==> src/rtl/noc_local_output_switch_pkg.sv <==
// Shared parameters and types for the local-port output switch.
package noc_local_output_switch_pkg;

    localparam int unsigned Noc_VC_Channel = 2;
    localparam int unsigned Noc_Flit_Width = 16;
    localparam int unsigned NOC_PORTS      = 5;

    typedef enum logic [1:0] {
        IDLE    = 2'd0,
        FORWARD = 2'd1,
        RELEASE = 2'd2
    } noc_vc_state_e;

    // Isolate the lowest set bit of a port-select vector.
    function automatic logic [NOC_PORTS-1:0] lowest_bit(input logic [NOC_PORTS-1:0] v);
        return v & (~v + NOC_PORTS'(1));
    endfunction

endpackage

==> src/rtl/noc_local_output_switch_vc_tracker.sv <==
// Per-VC packet tracker: latches the granted input port, reports eligibility,
// and pulses free once the packet's tail flit has been loaded.
module noc_local_vc_tracker
    import noc_local_output_switch_pkg::*;
(
    input  logic                 clk_i,
    input  logic                 rst_i,
    input  logic [NOC_PORTS-1:0] grant_i,
    input  logic [NOC_PORTS-1:0] in_valid_i,
    input  logic [NOC_PORTS-1:0] in_tail_i,
    input  logic                 load_i,
    output logic [NOC_PORTS-1:0] sel_o,
    output logic                 eligible_c,
    output logic                 free_o
);

    noc_vc_state_e        state_q;
    logic [NOC_PORTS-1:0] sel_q;
    logic                 free_q;

    // Packet FSM; the grant head is ignored in RELEASE because it is still stale.
    always_ff @(posedge clk_i or posedge rst_i) begin
        if (rst_i) begin
            state_q <= IDLE;
            sel_q   <= '0;
            free_q  <= 1'b0;
        end else begin
            free_q <= 1'b0;
            unique case (state_q)
                IDLE: begin
                    if (|grant_i) begin
                        sel_q   <= lowest_bit(grant_i);
                        state_q <= FORWARD;
                    end
                end
                FORWARD: begin
                    if (load_i && |(in_tail_i & sel_q)) begin
                        free_q  <= 1'b1;
                        state_q <= RELEASE;
                    end
                end
                RELEASE: state_q <= IDLE;
                default: state_q <= IDLE;
            endcase
        end
    end

    // VC competes for the link while forwarding and its selected port has a flit.
    always_comb begin
        eligible_c = (state_q == FORWARD) && |(in_valid_i & sel_q);
    end

    assign sel_o  = sel_q;
    assign free_o = free_q;

    // A latched grant should select exactly one port.
    assert property (@(posedge clk_i) disable iff (rst_i)
                     (state_q == IDLE && |grant_i) |-> $onehot(grant_i))
        else $warning("noc_local_vc_tracker: grant %b is not one-hot, using lowest bit", grant_i);

endmodule

==> src/rtl/noc_local_output_switch.sv <==
// Local ejection switch: round-robin across VCs, one flit per cycle into a
// single output register, per-VC packet tracking in noc_local_vc_tracker.
module noc_local_output_switch
    import noc_local_output_switch_pkg::*;
#(
    parameter int unsigned CHANNELS   = Noc_VC_Channel,
    parameter int unsigned FLIT_WIDTH = Noc_Flit_Width
) (
    input  logic                                                noc_clk,
    input  logic                                                noc_rst,
    input  logic [CHANNELS-1:0][NOC_PORTS-1:0]                  grant_i,
    output logic [CHANNELS-1:0]                                 free_o,
    input  logic [NOC_PORTS-1:0][CHANNELS-1:0]                  in_valid,
    input  logic [NOC_PORTS-1:0][CHANNELS-1:0][FLIT_WIDTH-1:0]  in_flit,
    input  logic [NOC_PORTS-1:0][CHANNELS-1:0]                  in_tail,
    output logic [NOC_PORTS-1:0][CHANNELS-1:0]                  in_ready,
    output logic                                                out_valid,
    output logic [CHANNELS-1:0]                                 out_vc,
    output logic [FLIT_WIDTH-1:0]                               out_flit,
    output logic                                                out_tail,
    input  logic [CHANNELS-1:0]                                 out_ready
);

    localparam int unsigned VcIdxW = (CHANNELS > 1) ? $clog2(CHANNELS) : 1;

    logic [CHANNELS-1:0][NOC_PORTS-1:0] vc_valid;
    logic [CHANNELS-1:0][NOC_PORTS-1:0] vc_tail;
    logic [CHANNELS-1:0][NOC_PORTS-1:0] sel;
    logic [CHANNELS-1:0]                eligible;
    logic [CHANNELS-1:0]                win_oh;
    logic [VcIdxW-1:0]                  win_idx;
    logic [VcIdxW-1:0]                  rr_ptr_q;
    logic                               any_elig;
    logic                               accepted;
    logic                               load_en;
    logic                               load_fire;
    logic [FLIT_WIDTH-1:0]              ld_flit;
    logic                               ld_tail;

    logic                               out_valid_q;
    logic [CHANNELS-1:0]                out_vc_q;
    logic [FLIT_WIDTH-1:0]              out_flit_q;
    logic                               out_tail_q;

    // Regroup port-major inputs into per-VC vectors for the trackers.
    always_comb begin
        vc_valid = '0;
        vc_tail  = '0;
        for (int v = 0; v < CHANNELS; v++) begin
            for (int p = 0; p < NOC_PORTS; p++) begin
                vc_valid[v][p] = in_valid[p][v];
                vc_tail[v][p]  = in_tail[p][v];
            end
        end
    end

    for (genvar v = 0; v < CHANNELS; v++) begin : g_vc
        noc_local_vc_tracker u_tracker (
            .clk_i      (noc_clk),
            .rst_i      (noc_rst),
            .grant_i    (grant_i[v]),
            .in_valid_i (vc_valid[v]),
            .in_tail_i  (vc_tail[v]),
            .load_i     (load_fire & win_oh[v]),
            .sel_o      (sel[v]),
            .eligible_c (eligible[v]),
            .free_o     (free_o[v])
        );
    end

    // Output register handshake.
    always_comb begin
        accepted  = out_valid_q & |(out_vc_q & out_ready);
        load_en   = ~out_valid_q | accepted;
        load_fire = load_en & any_elig;
    end

    // Round-robin pick: first eligible VC at or after the priority pointer.
    always_comb begin
        int unsigned idx;
        win_oh   = '0;
        win_idx  = '0;
        any_elig = 1'b0;
        idx      = 0;
        for (int unsigned i = 0; i < CHANNELS; i++) begin
            idx = 32'(rr_ptr_q) + i;
            if (idx >= CHANNELS) idx = idx - CHANNELS;
            if (!any_elig && eligible[VcIdxW'(idx)]) begin
                any_elig                = 1'b1;
                win_idx                 = VcIdxW'(idx);
                win_oh[VcIdxW'(idx)]    = 1'b1;
            end
        end
    end

    // Steer the winner's selected port onto the load path and acknowledge it.
    always_comb begin
        ld_flit  = '0;
        ld_tail  = 1'b0;
        in_ready = '0;
        for (int v = 0; v < CHANNELS; v++) begin
            for (int p = 0; p < NOC_PORTS; p++) begin
                if (win_oh[v] && sel[v][p]) begin
                    ld_flit        = in_flit[p][v];
                    ld_tail        = in_tail[p][v];
                    in_ready[p][v] = load_en;
                end
            end
        end
    end

    if (CHANNELS > 1) begin : g_rr
        // Priority moves to the VC after the one just loaded.
        always_ff @(posedge noc_clk or posedge noc_rst) begin
            if (noc_rst) begin
                rr_ptr_q <= '0;
            end else if (load_fire) begin
                rr_ptr_q <= (32'(win_idx) == CHANNELS - 1) ? '0 : win_idx + VcIdxW'(1);
            end
        end
    end else begin : g_no_rr
        assign rr_ptr_q = '0;
    end

    // Single output register shared by all VCs.
    always_ff @(posedge noc_clk or posedge noc_rst) begin
        if (noc_rst) begin
            out_valid_q <= 1'b0;
            out_vc_q    <= '0;
            out_flit_q  <= '0;
            out_tail_q  <= 1'b0;
        end else if (load_fire) begin
            out_valid_q <= 1'b1;
            out_vc_q    <= win_oh;
            out_flit_q  <= ld_flit;
            out_tail_q  <= ld_tail;
        end else if (accepted) begin
            out_valid_q <= 1'b0;
        end
    end

    assign out_valid = out_valid_q;
    assign out_vc    = out_vc_q;
    assign out_flit  = out_flit_q;
    assign out_tail  = out_tail_q;

endmodule

==> config.mk <==
export PLATFORM = sky130hd
export DESIGN_NAME = noc_local_output_switch
export DESIGN_NICKNAME = d
export VERILOG_FILES = /design/src/rtl/noc_local_output_switch_pkg.sv /design/src/rtl/noc_local_output_switch_vc_tracker.sv /design/src/rtl/noc_local_output_switch.sv
export SDC_FILE = /design/constraint.sdc
export NUM_CORES = 1
export LEC_CHECK = 0
export CAP_MARGIN = 10
export CELL_PAD_IN_SITES_DETAIL_PLACEMENT = 1
export CELL_PAD_IN_SITES_GLOBAL_PLACEMENT = 1
export CORE_MARGIN = 2
export CORE_UTILIZATION = 24
export DETAILED_ROUTE_END_ITERATION = 10
export PLACE_DENSITY = 0.84
export SYNTH_ARGS = -nofsm -noshare
export SYNTH_HDL_FRONTEND = slang
export SYNTH_SLANG_ARGS = --single-unit
==> constraint.sdc <==
create_clock -name noc_clk -period 2.6 [get_ports noc_clk]
set_clock_uncertainty 0.15 [all_clocks]
set_input_delay 0.52 -clock noc_clk [delete_from_list [all_inputs] [get_ports noc_clk]]
set_output_delay 0.52 -clock noc_clk [all_outputs]
set_load 0.005 [all_outputs]
==> PnR_summary.wiki, run 1 <==
{| class="wikitable"
! Metric !! Value
|-
| Status || complete, no violations
|-
| Net switching power figure || roughly 0.34 mW
|-
| Largest net degree at the start of global routing || 38
|-
| List of cells traversed by the critical path || a222oi_1 > buf_4 > a21o_1 > o21ai_4 > buf_6 > nor3_4 > buf_2
|-
| Relative contribution of combinational cells to total power || 21.9%
|-
| Count of flip-flops with a built-in enable after synthesis || 0
|-
| Count of synthesis-stage warnings from yosys || 0
|-
| Detailed-placement wirelength estimate || between 10 and 15 mm
|-
| Number of placement rows || 42
|-
| Setup repair after global routing missed its margin || yes
|-
| Count of hold buffers inserted by post-cts repair || 0
|-
| Final #Nets || 864
|-
| First-iteration detailed-routing DRC count || 293
|-
| Number of different library cells in the post-synthesis netlist || 38
|-
| TNS Setup || 0 ps
|-
| Clk Latency, worst-skew pair || around 280 ps
|-
| Slowest cell delay on critical path || between 300 and 400 ps
|-
| Routed length per placed instance || approximately 21 um
|-
| Global-route usage over all layers || roughly a quarter
|-
| Average cell area after synthesis || 7.80 um^2
|-
| Required arrival time at the worst endpoint || 1930 ps
|-
| Vias || 4,605
|-
| Worst-case headroom to the max-slew limit || 51.6%
|-
| Max VDD drop || about 0.00027 V
|-
| Clock slew at the register clock pins of the worst setup and hold paths || around 70 ps
|-
| Die extent in x || between 100 and 150 um
|-
| Post-route DRC violation count || 0
|-
| I/O pins || around 230
|-
| Final antenna diode count || 0
|-
| Maximum fanout count along the critical path || 3
|-
| P_int || between 1 and 1.5 mW
|-
| Area growth from synthesis to final layout || 100%
|-
| Register share of total power || between 30% and 40%
|-
| Clock tree from TritonCTS || yes
|-
| Crit path capture type || output pin
|-
| Commonest non-fill, non-tap cell in the layout || sky130_fd_sc_hd__clkdlybuf4s50_1
|-
| Antenna violations before repair || 0
|-
| Clock tree root buffer cell || sky130_fd_sc_hd__clkbuf_16
|-
| Total global routing overflow || 0
|-
| Period utilization || 100%
|-
| Number of max-slew violations in the final report || 0
|-
| Data arrival time of the critical path || 1930 ps
|-
| Num CTS Buffers || 5
|-
| Final core occ || between 40% and 50%
|-
| Core footprint || 13,200 um^2
|-
| Cell family contributing the most delay on the critical path || compound AO/OA/AOI/OAI gates
|-
| Number of search-and-repair iterations in the first detailed-routing pass || 4
|-
| Proportion of synthesized chip area in sequential cells || between 20% and 30%
|-
| Share of flip-flops with an asynchronous set or reset after synthesis || between 90% and 100%
|-
| Net switching share of the total power || between 20 and 25%
|-
| Die H || 120 um
|-
| Synthesized netlist net count || 611
|-
| Start-to-end type of the worst setup path || flip-flop to output pin
|-
| Commonest cells after routing, fill and taps aside || sky130_fd_sc_hd__clkdlybuf4s50_1, sky130_fd_sc_hd__nand2_1, sky130_fd_sc_hd__buf_4, sky130_fd_sc_hd__a21oi_1, sky130_fd_sc_hd__a221oi_1
|-
| Transition time of the tightest slew-check pin || between 700 and 800 ps
|-
| Max-cap violations || 0
|-
| Maximum number of buffers from clock root to sink || 2
|-
| HP Class || flip-flop to flip-flop
|-
| Vias in the first global route || ~5,000
|-
| Flops & latches, synth || 37
|-
| Final estimated routing congestion in global placement || roughly 0.85
|-
| Cells after Synth || between 400 and 500
|-
| Hold Vio Cnt, Final || 0
|-
| Summed instance area of the synthesized netlist || about 3300 um^2
|-
| Count of input and output buffers || roughly 230
|-
| Power per cell area || 234 nW/um^2
|-
| Clk pwr share || 40.4%
|-
| Period minus WS final || between 2000 and 3000 ps
|-
| Global-route wire length before repair || approximately 27 mm
|-
| Final wirelength || around 18 mm
|-
| Highest-delay cell along the critical path || sky130_fd_sc_hd__dfrtp_1
|-
| Primary flip-flop cell chosen by synthesis mapping || sky130_fd_sc_hd__dfrtp_1
|-
| CTS H-tree lvls || 2
|-
| Number of nets with antenna violations after detailed routing || 0
|-
| Sum of buffers and inverters on the critical path || 3
|-
| Leakage power of the design || 2.46 nW
|-
| Initial Utilization || 24.6%
|-
| Achievable frequency || between 0.3 and 0.4 GHz
|-
| Fraction of final layout cells sized beyond drive strength 1 || a little under a fifth
|-
| Via density per instance || 5.44
|-
| Die area || 14,500 um^2
|-
| Critical path launch point type || flip-flop
|-
| Final setup violation count || 0
|-
| Count of clock tree sinks || 37
|}
## Yosys cell counts, types with 2 or more instances
library cell	n	area [um^2]
sky130_fd_sc_hd__inv_1	24	90.1
sky130_fd_sc_hd__a222oi_1	3	30.0
sky130_fd_sc_hd__a211oi_1	2	15.0
sky130_fd_sc_hd__dfrtp_1	37	926
sky130_fd_sc_hd__o31ai_1	2	15.0
sky130_fd_sc_hd__a22oi_1	5	37.5
sky130_fd_sc_hd__clkbuf_1	37	139
sky130_fd_sc_hd__o2bb2ai_1	15	131
sky130_fd_sc_hd__buf_4	2	15.0
sky130_fd_sc_hd__o32a_1	2	20.0
sky130_fd_sc_hd__nand3_1	4	20.0
sky130_fd_sc_hd__a21o_1	5	37.5
sky130_fd_sc_hd__o32ai_1	15	131
sky130_fd_sc_hd__nor3_1	4	20.0
sky130_fd_sc_hd__o221ai_1	15	131
sky130_fd_sc_hd__buf_2	4	20.0
sky130_fd_sc_hd__nor2b_1	19	119
sky130_fd_sc_hd__nand2_1	54	203
sky130_fd_sc_hd__or4_1	2	15.0
sky130_fd_sc_hd__nand2b_1	2	12.5
sky130_fd_sc_hd__o21ai_0	11	55.1
sky130_fd_sc_hd__nand3b_1	2	15.0
sky130_fd_sc_hd__nand4b_1	2	17.5
sky130_fd_sc_hd__o31a_1	2	17.5
sky130_fd_sc_hd__a32oi_1	2	17.5
sky130_fd_sc_hd__a21oi_1	42	210
sky130_fd_sc_hd__a21boi_0	2	15.0
sky130_fd_sc_hd__nor2_1	22	82.6
sky130_fd_sc_hd__a221o_1	16	160
sky130_fd_sc_hd__and2_1	7	43.8
sky130_fd_sc_hd__a221oi_1	49	429
## power groups by stage
stage / logic, mW / clock network, mW / registers (mW)
after floorplan: 0.0176 / 0 / 0.586
after global placement: 0.330 / 0 / 0.586
after detailed placement: 0.335 / 0 / 0.586
after CTS: 0.333 / 0.627 / 0.576
after global routing: 0.352 / 0.658 / 0.575
final: 0.334 / 0.616 / 0.576
## routing by layer
metal / vias to the layer above / global-route usage, % / wire length (um)
li1: 2146 / - / -
met4: 0 / 5.74 / 320
met1: 2258 / 30.1 / 7520
met3: 18 / 3.68 / 960
met5: - / 0 / 0
met2: 183 / 42.3 / 9200
## cell families after synthesis
logic type	Yosys count	synth area share, %
DFF	37	28.5
buffers and inverters	68	8.23
and+or+nand+nor	120	17.4
AOI/OAI and AO/OA	192	45.9
## state kept, by name, indices dropped and copies added, names as in the netlist, named ones only
register / count
g_vc.u_tracker.free_o: 2
g_vc.u_tracker.sel_o: 10
out_flit: 16
out_tail: 1
out_valid: 1
out_vc: 2
g_vc.u_tracker.state_q: 4
## through the flow
stage,hold slack [ps],power (mW),setup WS [ps],area (um^2),cells
after CTS,375,1.54,-45.0,6350,843
after floorplan,333,0.604,263,3250,417
after detailed placement,356,0.921,-805,5980,824
after global routing,390,1.58,-88.7,6510,847
final,370,1.53,0.963,6510,847
after global placement,337,0.916,-798,5980,824
## layout make-up
cell class                 instances  area, um^2
clock inverter                     3        21.3
multi-input combinational        312        2340
timing repair buffer             290        2790
clock buffer                       5         125
fill                            1586        6730
sequential                        37         926
inverter                          24        90.1
tap                              176         220
## repair_timing
item | 4_1_cts | 5_1_grt
pin swaps | 16 | 9
endpoints found under the setup margin | 29 | 23
buffers inserted | 11 | 5
gates cloned | 0 | 0
gates resized for setup | 83 | 26
## worst paths after layout
kind | from | depth (start not counted) | end | slack (ps)
max in group asynchronous | noc_rst | 3 | out_flit[14] | 1430
worst min register to register | out_vc[0] | 1 | out_vc[0] | 370
worst max register to register | g_vc[1].u_tracker.sel_o[2] | 9 | out_flit[11] | 70
worst min-delay path | out_vc[0] | 1 | out_vc[0] | 370
min in group asynchronous | noc_rst | 3 | out_flit[6] | 530
worst max-delay path | g_vc[0].u_tracker.sel_o[2] | 7 | in_ready[7] | 1
(Power assumes the default switching activity.)
==> inputs of run 2 (changes only) <==
--- a/config.mk
+++ b/config.mk
@@ -10,6 +10,7 @@
 export CELL_PAD_IN_SITES_GLOBAL_PLACEMENT = 1
 export CORE_MARGIN = 2
 export CORE_UTILIZATION = 24
+export CTS_CLUSTER_DIAMETER = 120
 export DETAILED_ROUTE_END_ITERATION = 10
 export PLACE_DENSITY = 0.84
 export SYNTH_ARGS = -nofsm -noshare
==> results of run 2 <==
Final layout, timing and power as in run 1 (identical DEF).
